### src/rtl/store_demux_1x4.sv
// store_demux_1x4: one-producer, four-consumer routing stage.
// A word plus a 2-bit destination index is captured into a single output
// register and presented on a shared data bus. A one-hot out_valid marks the
// addressed consumer. The stage sustains one word per cycle while the
// addressed consumer is ready.
//
// Optional feature: define STORE_DEMUX_CNT_EN to add the out_cnt port. It
// carries four saturating per-output transfer counters of CNT_W bits each.
// Without the macro, the port, the CNT_W parameter and the counters are absent.
// Routing behaviour is identical in both builds.
//
// Handshake (both sides): a transfer happens at a rising edge where valid and
// ready are both high. out_valid/out_data stay stable while the addressed
// out_ready is low. in_ready is combinational from out_ready so a delivery
// and a new accept can share one cycle.
//
// The FSM state lives in state_q (IDLE/HOLD) and can be probed by checkers.
module store_demux_1x4 #(
  parameter int DATA_W = 32
`ifdef STORE_DEMUX_CNT_EN
  ,
  parameter int CNT_W  = 8
`endif
) (
  input  logic              clk,
  input  logic              rst,
  input  logic              in_valid,
  output logic              in_ready,
  input  logic [1:0]        in_sel,
  input  logic [DATA_W-1:0] in_data,
  output logic [3:0]        out_valid,
  input  logic [3:0]        out_ready,
  output logic [DATA_W-1:0] out_data
`ifdef STORE_DEMUX_CNT_EN
  ,
  output logic [4*CNT_W-1:0] out_cnt
`endif
);

  typedef enum logic {
    IDLE = 1'b0,
    HOLD = 1'b1
  } state_e;

  state_e              state_q, state_d;
  logic [1:0]          sel_q, sel_d;
  logic [DATA_W-1:0]   out_data_q, out_data_d;
  logic [3:0]          out_valid_q, out_valid_d;

  logic                accept;
  logic                xfer;

  // Handshake qualifiers. Only the addressed consumer's ready is considered.
  always_comb begin
    xfer     = (state_q == HOLD) && out_ready[sel_q];
    in_ready = (state_q == IDLE) || out_ready[sel_q];
    accept   = in_valid && in_ready;
  end

  // Next-state, next-register values. A new word wins over a drain to IDLE.
  // On a drain, out_data keeps its last delivered value.
  always_comb begin
    state_d    = state_q;
    sel_d      = sel_q;
    out_data_d = out_data_q;
    if (accept) begin
      state_d    = HOLD;
      sel_d      = in_sel;
      out_data_d = in_data;
    end else if (xfer) begin
      state_d    = IDLE;
    end
    out_valid_d = (state_d == HOLD) ? (4'b0001 << sel_d) : 4'b0000;
  end

  // FSM and output registers. Reset drops any held word.
  always_ff @(posedge clk) begin
    if (rst) begin
      state_q     <= IDLE;
      sel_q       <= 2'd0;
      out_data_q  <= '0;
      out_valid_q <= 4'b0000;
    end else begin
      state_q     <= state_d;
      sel_q       <= sel_d;
      out_data_q  <= out_data_d;
      out_valid_q <= out_valid_d;
    end
  end

  assign out_valid = out_valid_q;
  assign out_data  = out_data_q;

`ifdef STORE_DEMUX_CNT_EN
  logic [CNT_W-1:0] cnt_q [4];
  logic [CNT_W-1:0] cnt_d [4];

  // Count completed deliveries per output. Each counter sticks at all-ones.
  always_comb begin
    for (int n = 0; n < 4; n++) begin
      cnt_d[n] = cnt_q[n];
      if (xfer && (sel_q == 2'(n)) && (cnt_q[n] != {CNT_W{1'b1}})) begin
        cnt_d[n] = cnt_q[n] + 1'b1;
      end
    end
  end

  // Counter registers, cleared with the routing state.
  always_ff @(posedge clk) begin
    if (rst) begin
      for (int n = 0; n < 4; n++) cnt_q[n] <= '0;
    end else begin
      for (int n = 0; n < 4; n++) cnt_q[n] <= cnt_d[n];
    end
  end

  // Pack channel n into out_cnt[n*CNT_W +: CNT_W].
  always_comb begin
    out_cnt = '0;
    for (int n = 0; n < 4; n++) out_cnt[n*CNT_W +: CNT_W] = cnt_q[n];
  end
`endif

endmodule

### config.mk
export PLATFORM = sky130hd
export DESIGN_NAME = store_demux_1x4
export DESIGN_NICKNAME = d
export VERILOG_FILES = /design/src/rtl/store_demux_1x4.sv
export SDC_FILE = /design/constraint.sdc
export NUM_CORES = 1
export LEC_CHECK = 0
export ABC_AREA = 1
export BUFFER_PORTS_ARGS = -buffer_cell sky130_fd_sc_hd__buf_2
export CAP_MARGIN = 30
export CORE_MARGIN = 2
export CORE_UTILIZATION = 37
export DETAILED_ROUTE_END_ITERATION = 10
export PLACE_DENSITY_LB_ADDON = 0.15
export SYNTH_ARGS = -nofsm -noshare
export SYNTH_HDL_FRONTEND = slang
export SYNTH_SLANG_ARGS = --single-unit
### constraint.sdc
create_clock -name clk -period 1.4 [get_ports clk]
set_clock_uncertainty 0.05 [all_clocks]
set_input_delay 0.21 -clock clk [delete_from_list [all_inputs] [get_ports clk]]
set_output_delay 0.21 -clock clk [all_outputs]
set_load 0.02 [all_outputs]
**Yosys cells after proc, flatten, opt, wreduce, memory -nomap -nowiden**

Index checks and enable logic that the tools add are counted.

- Flip-flop bits (word level): 39
- Output and inout bits: 37
- Logic and storage cells: 17

- Magnitude comparators: 1
- Shift operators: 1
- Mux-type cells: 5
- Bitwise operators: 2
- Reduce and logical (&&, ||, !) cells: 4

Operators with widths:

| operator | count |
|---|---|
| 1-bit by 2-bit << shifter with 4-bit output, first input constant | 1 |
| 2-bit by 3-bit < comparator with 1-bit output, second input constant | 1 |
| 1-bit 2-to-1 mux | 3 |
| 1-bit binary-select mux with 2-bit select | 1 |
| 1-bit logical AND | 2 |
| 2-bit 2-to-1 mux | 1 |
| 1-bit NOT | 2 |
| 2-bit OR reduction | 1 |
| 1-bit logical OR | 1 |

**Depth between registers and ports, before layout**

- Depth after elaboration: 7
- Mapped depth: 11
- Mapped depth without buffers: 10

**Worst setup path before layout**

OpenSTA, ideal clock, no wires.

- Path kind: flip-flop to flip-flop
- Start: register sel_q[0]
- End: register out_data_q[0], in the netlist out_data[0]
- Library setup time: 0.113 ns
- Arrival: 1.133 ns
- Setup slack: 0.104 ns
- Stages on the path, launching flop included: 10
- Buffers on the path: 2
- Period minus slack after synthesis: 1.296 ns
- Path through: dfxtp_1 -> nand2_1 -> nand3_1 -> nand2_2 -> nand2_4 -> nand2_4 -> buf_6 -> buf_6 -> o21ai_1 -> nor2_1

- Word-level cells in the longest chain between the ends: 4

RTL lines:

| item | RTL line | text |
|---|---|---|
| start, declared | 46 | `logic [1:0] sel_q, sel_d;` |
| start signal, assigned | 85 | `sel_q <= sel_d;` |
| 1-bit binary-select mux with 2-bit select | 56 | `in_ready = (state_q == IDLE) \|\| out_ready[sel_q];` |
| 1-bit 2-to-1 mux (not written as such) | 56 |  |
| 1-bit logical OR | 56 |  |
| via in_ready | 28 | `output logic in_ready,` |
| 1-bit logical AND | 57 | `accept = in_valid && in_ready;` |
| end signal, assigned | 86 | `out_data_q <= out_data_d;` |
| end, declared | 47 | `logic [DATA_W-1:0] out_data_q, out_data_d;` |

The timed path passes the listed nets, and every way through them passes these cells. The select of a mux whose other input is x is not followed.
A chain may end at the register's enable or synchronous reset.

**Worst setup path after layout**

- Start: register sel_q[0]
- End: output in_ready

- Word-level cells in the longest chain between the ends: 3

RTL lines:

| item | RTL line |
|---|---|
| 1-bit binary-select mux with 2-bit select | 56 |
| 1-bit 2-to-1 mux (not written as such) | 56 |
| 1-bit logical OR | 56 |
| end, declared | 28 |

No other way between the ends. The select of a mux whose other input is x is not followed.

==> results.tsv <==
stage	metric	value	unit
outcome	status	finished clean	
yosys	syn_avg_cell_area	7.83	um2
sta	fin_crit	1.39	ns
yosys	yosys-top-cells-area	dfxtp_1 (55%), nor2_1 (19%), o21ai_1 (11%)	
global_routing	grt-ovfl-total	0	
route	vias	1390	
layout	multi_input_area	583	um2
layout	num_antenna_cells	0	
setup_path	slowest_stage	dfxtp_2	
sta	finalHoldViolations	0	
clocking	htree_levels	2	
power	power-per-cell-area	1370	mW/mm2
setup_path	crit_type	reg2out	
layout	seqCellArea	783	um2
yosys	synth_area	0.00141	mm2
route	drtIter0Drc	75	
clocking	clk_path_buf_depth	2	
placed_design	gp_congestion	0.772	
run	max-cap-violations	0	
sta	worst_slew_pin_slew	0.317	ns
sta	clock.fmax	719	MHz
setup_path	cp_top_family	flip-flops	
hold_path	hold_start	rst	
global_routing	grt_max_degree	20	
route	routed_wl	3340	um
hold_path	hold_depth	2	
clocking	clockRootBuffer	clkbuf_8	
yosys	synth-seq-cells	39	
setup_path	end_kind	output port	
floorplan	core_area	0.00366	mm2
sta	finalCritPeriodShare	99.4	%
placed_design	post-dp-hpwl	2320	um
route	first_pass_iters	4	
yosys	synth_warnings	0	
sta	setup_violations	0	
layout	final_common_cell	buf_2	
setup_path	ff2ff_path_depth	10	
yosys	synth_area_leader_cell	dfxtp_1	
setup_path	path_cells	inv_2, nand2_1, nand3_2, nand2_2, nand2_4, buf_6	
floorplan	dieArea	0.00432	mm2
setup_path	r2r-start	sel_q[0]	
sta	relSlewSlack	78.8	%
setup_path	critPathMaxStageDelay	0.35	ns
clocking	numClockSinks	39	
setup_path	path_buf_inv	2	
layout	nNetsFinal	303	
clocking	clk_pin_slew	0.07	ns
floorplan	initial_core_util	38.5	%
setup_path	path_max_fanout	4	
placed_design	place_area	0.00187	mm2
route	remaining_drc_errors	0	
global_routing	grt_usage	16.0	%
yosys	synth_nets	221	
yosys	synth_cells	180	
hold_path	hp-class	in2reg	
setup_path	worstSetupStartpointType	flip-flop	
yosys	ys_types	14	
floorplan	num_rows	22	
route	avgRoutedWirePerCell	10.7	um
layout	fillers	368	
power	peakVddDrop	0.000902	V
setup_path	arrival	1.13	ns
route	routed_via_density	4.47	
setup_path	r2r_setup_slack	0.07	ns
power	p_total	2.89	mW
clocking	cts_buffers	5	
clocking	clkLatencyLatePin	0.29	ns
yosys	ys_seq_area_share	55.4	%
floorplan	dieWidth	65.7	um
hold_path	whs_endpoint	sel_q[0]	
floorplan	pin_count	78	
clocking	cts_tree	yes	
layout	drive_gt1_share	42.6	%
layout	final_cell_mix	buf_2 (76), nor2_1 (62), dfxtp_1 (37), o21ai_1 (30), nand2_1 (13)	
placed_design	io_buffer_count	77	
global_routing	grt_pass1_wl	5260	um
layout	fin_area	0.00210	mm2
power	leakagePower	1.07	nW
route	drtAntennaViolNets	0	
floorplan	die_y	65.7	um
global_routing	grt_pass1_vias	1238	
layout	syn2layout_area_growth	49.2	%
global_routing	grt_antenna_before_repair	0	
setup_path	crit_required	1.14	ns
sta	rsz0062_at_grt	yes	
sta	report.final.slew_viol_count	0	
setup_path	rr_endpoint	out_data[20]	
yosys	yosysTopAreaCellShare	55.4	%
-- cell type report --
cell class,instances,area share [%]
Multi-Input combinational cell,125,27.7
Sequential cell,39,37.3
Tap cell,48,2.86
Clock buffer,6,3.45
Inverter,6,1.19
Clock inverter,2,2.86
Timing Repair Buffer,85,24.6
-- cells in the mapped netlist --
cell and number:
a21oi_1 1, buf_2 3, buf_6 4, clkbuf_1 3, dfxtp_1 39, inv_1 4, inv_2 2, nand2_1 14
nand2_2 1, nand2_4 2, nand3_1 4, nor2_1 70, o21ai_0 2, o21ai_1 31
-- metrics by stage --
step / util [%] / setup TNS [ns] / instances / worst slack, ns / hold slack [ns]
global route: 57.4 / -0.530 / 311 / -0.0731 / 0.0767
detailed placement: 51.0 / 0 / 301 / 0.0295 / 0.385
floorplan: - / 0 / 180 / 0.104 / 0.232
finish: 57.4 / 0 / 311 / 0.00860 / 0.0815
CTS: 54.6 / 0 / 309 / 0.0133 / 0.0712
global placement: 51.0 / 0 / 301 / 0.0389 / 0.395
-- flip-flops by register name, summed over array words and instances, names as in the netlist --
register   cells
out_data      32
out_valid      4
sel_q          2
state_q        1
-- metal layers --
| metal | track usage [%] | share of wire [%] | vias up |
|---|---|---|---|
| li1 | - | - | 733 |
| met2 | 26.0 | 49 | 48 |
| met1 | 18.9 | 43 | 607 |
| met4 | 7.81 | 0.39 | 0 |
| met5 | 0 | 0 | - |
| met3 | 5.31 | 7.6 | 2 |
-- report_power, final --
| part | switching [mW] | internal [mW] |
|---|---|---|
| Combinational | 0.331 | 0.232 |
| Clock | 0.360 | 0.712 |
| Sequential | 0.0471 | 1.20 |
-- worst register-to-register path: stages, from the launching register on --
cell       delay [ns]
dfxtp_2          0.35
inv_2            0.05
nand2_1          0.07
nand3_2          0.07
nand2_2          0.08
nand2_4          0.08
nand2_8          0.11
inv_4            0.06
clkbuf_16        0.16
nor2_1           0.09
nor2_1           0.05
-- timing repair --
item | 4_1_cts | 5_1_grt
gates resized for setup | 1 | 22
setup buffers | 0 | 1
hold buffers | 0 | 0
gates cloned | 0 | 1
pin swaps | 0 | 3
endpoints found under the setup margin | 1 | 33
-- cells by family after synthesis --
group / after synthesis / share of synthesized area, %
compound gates: 34 / 12.1
buf+inv: 16 / 6.66
simple gates: 91 / 25.8
flops: 39 / 55.4
-- how the worst max path moves through the flow --
stage	from	endpoint	slack, ns	cells after the start
floorplan	sel_q[0]	out_data[0]	0.10	9
global placement	sel_q[0]	out_data[17]	0.04	10
detailed placement	sel_q[0]	out_data[7]	0.03	10
CTS	sel_q[0]	in_ready	0.01	6
global route	sel_q[0]	in_ready	-0.07	6
finish	sel_q[0]	in_ready	0.009	6
Note: power is estimated with default switching activity, not from simulation.
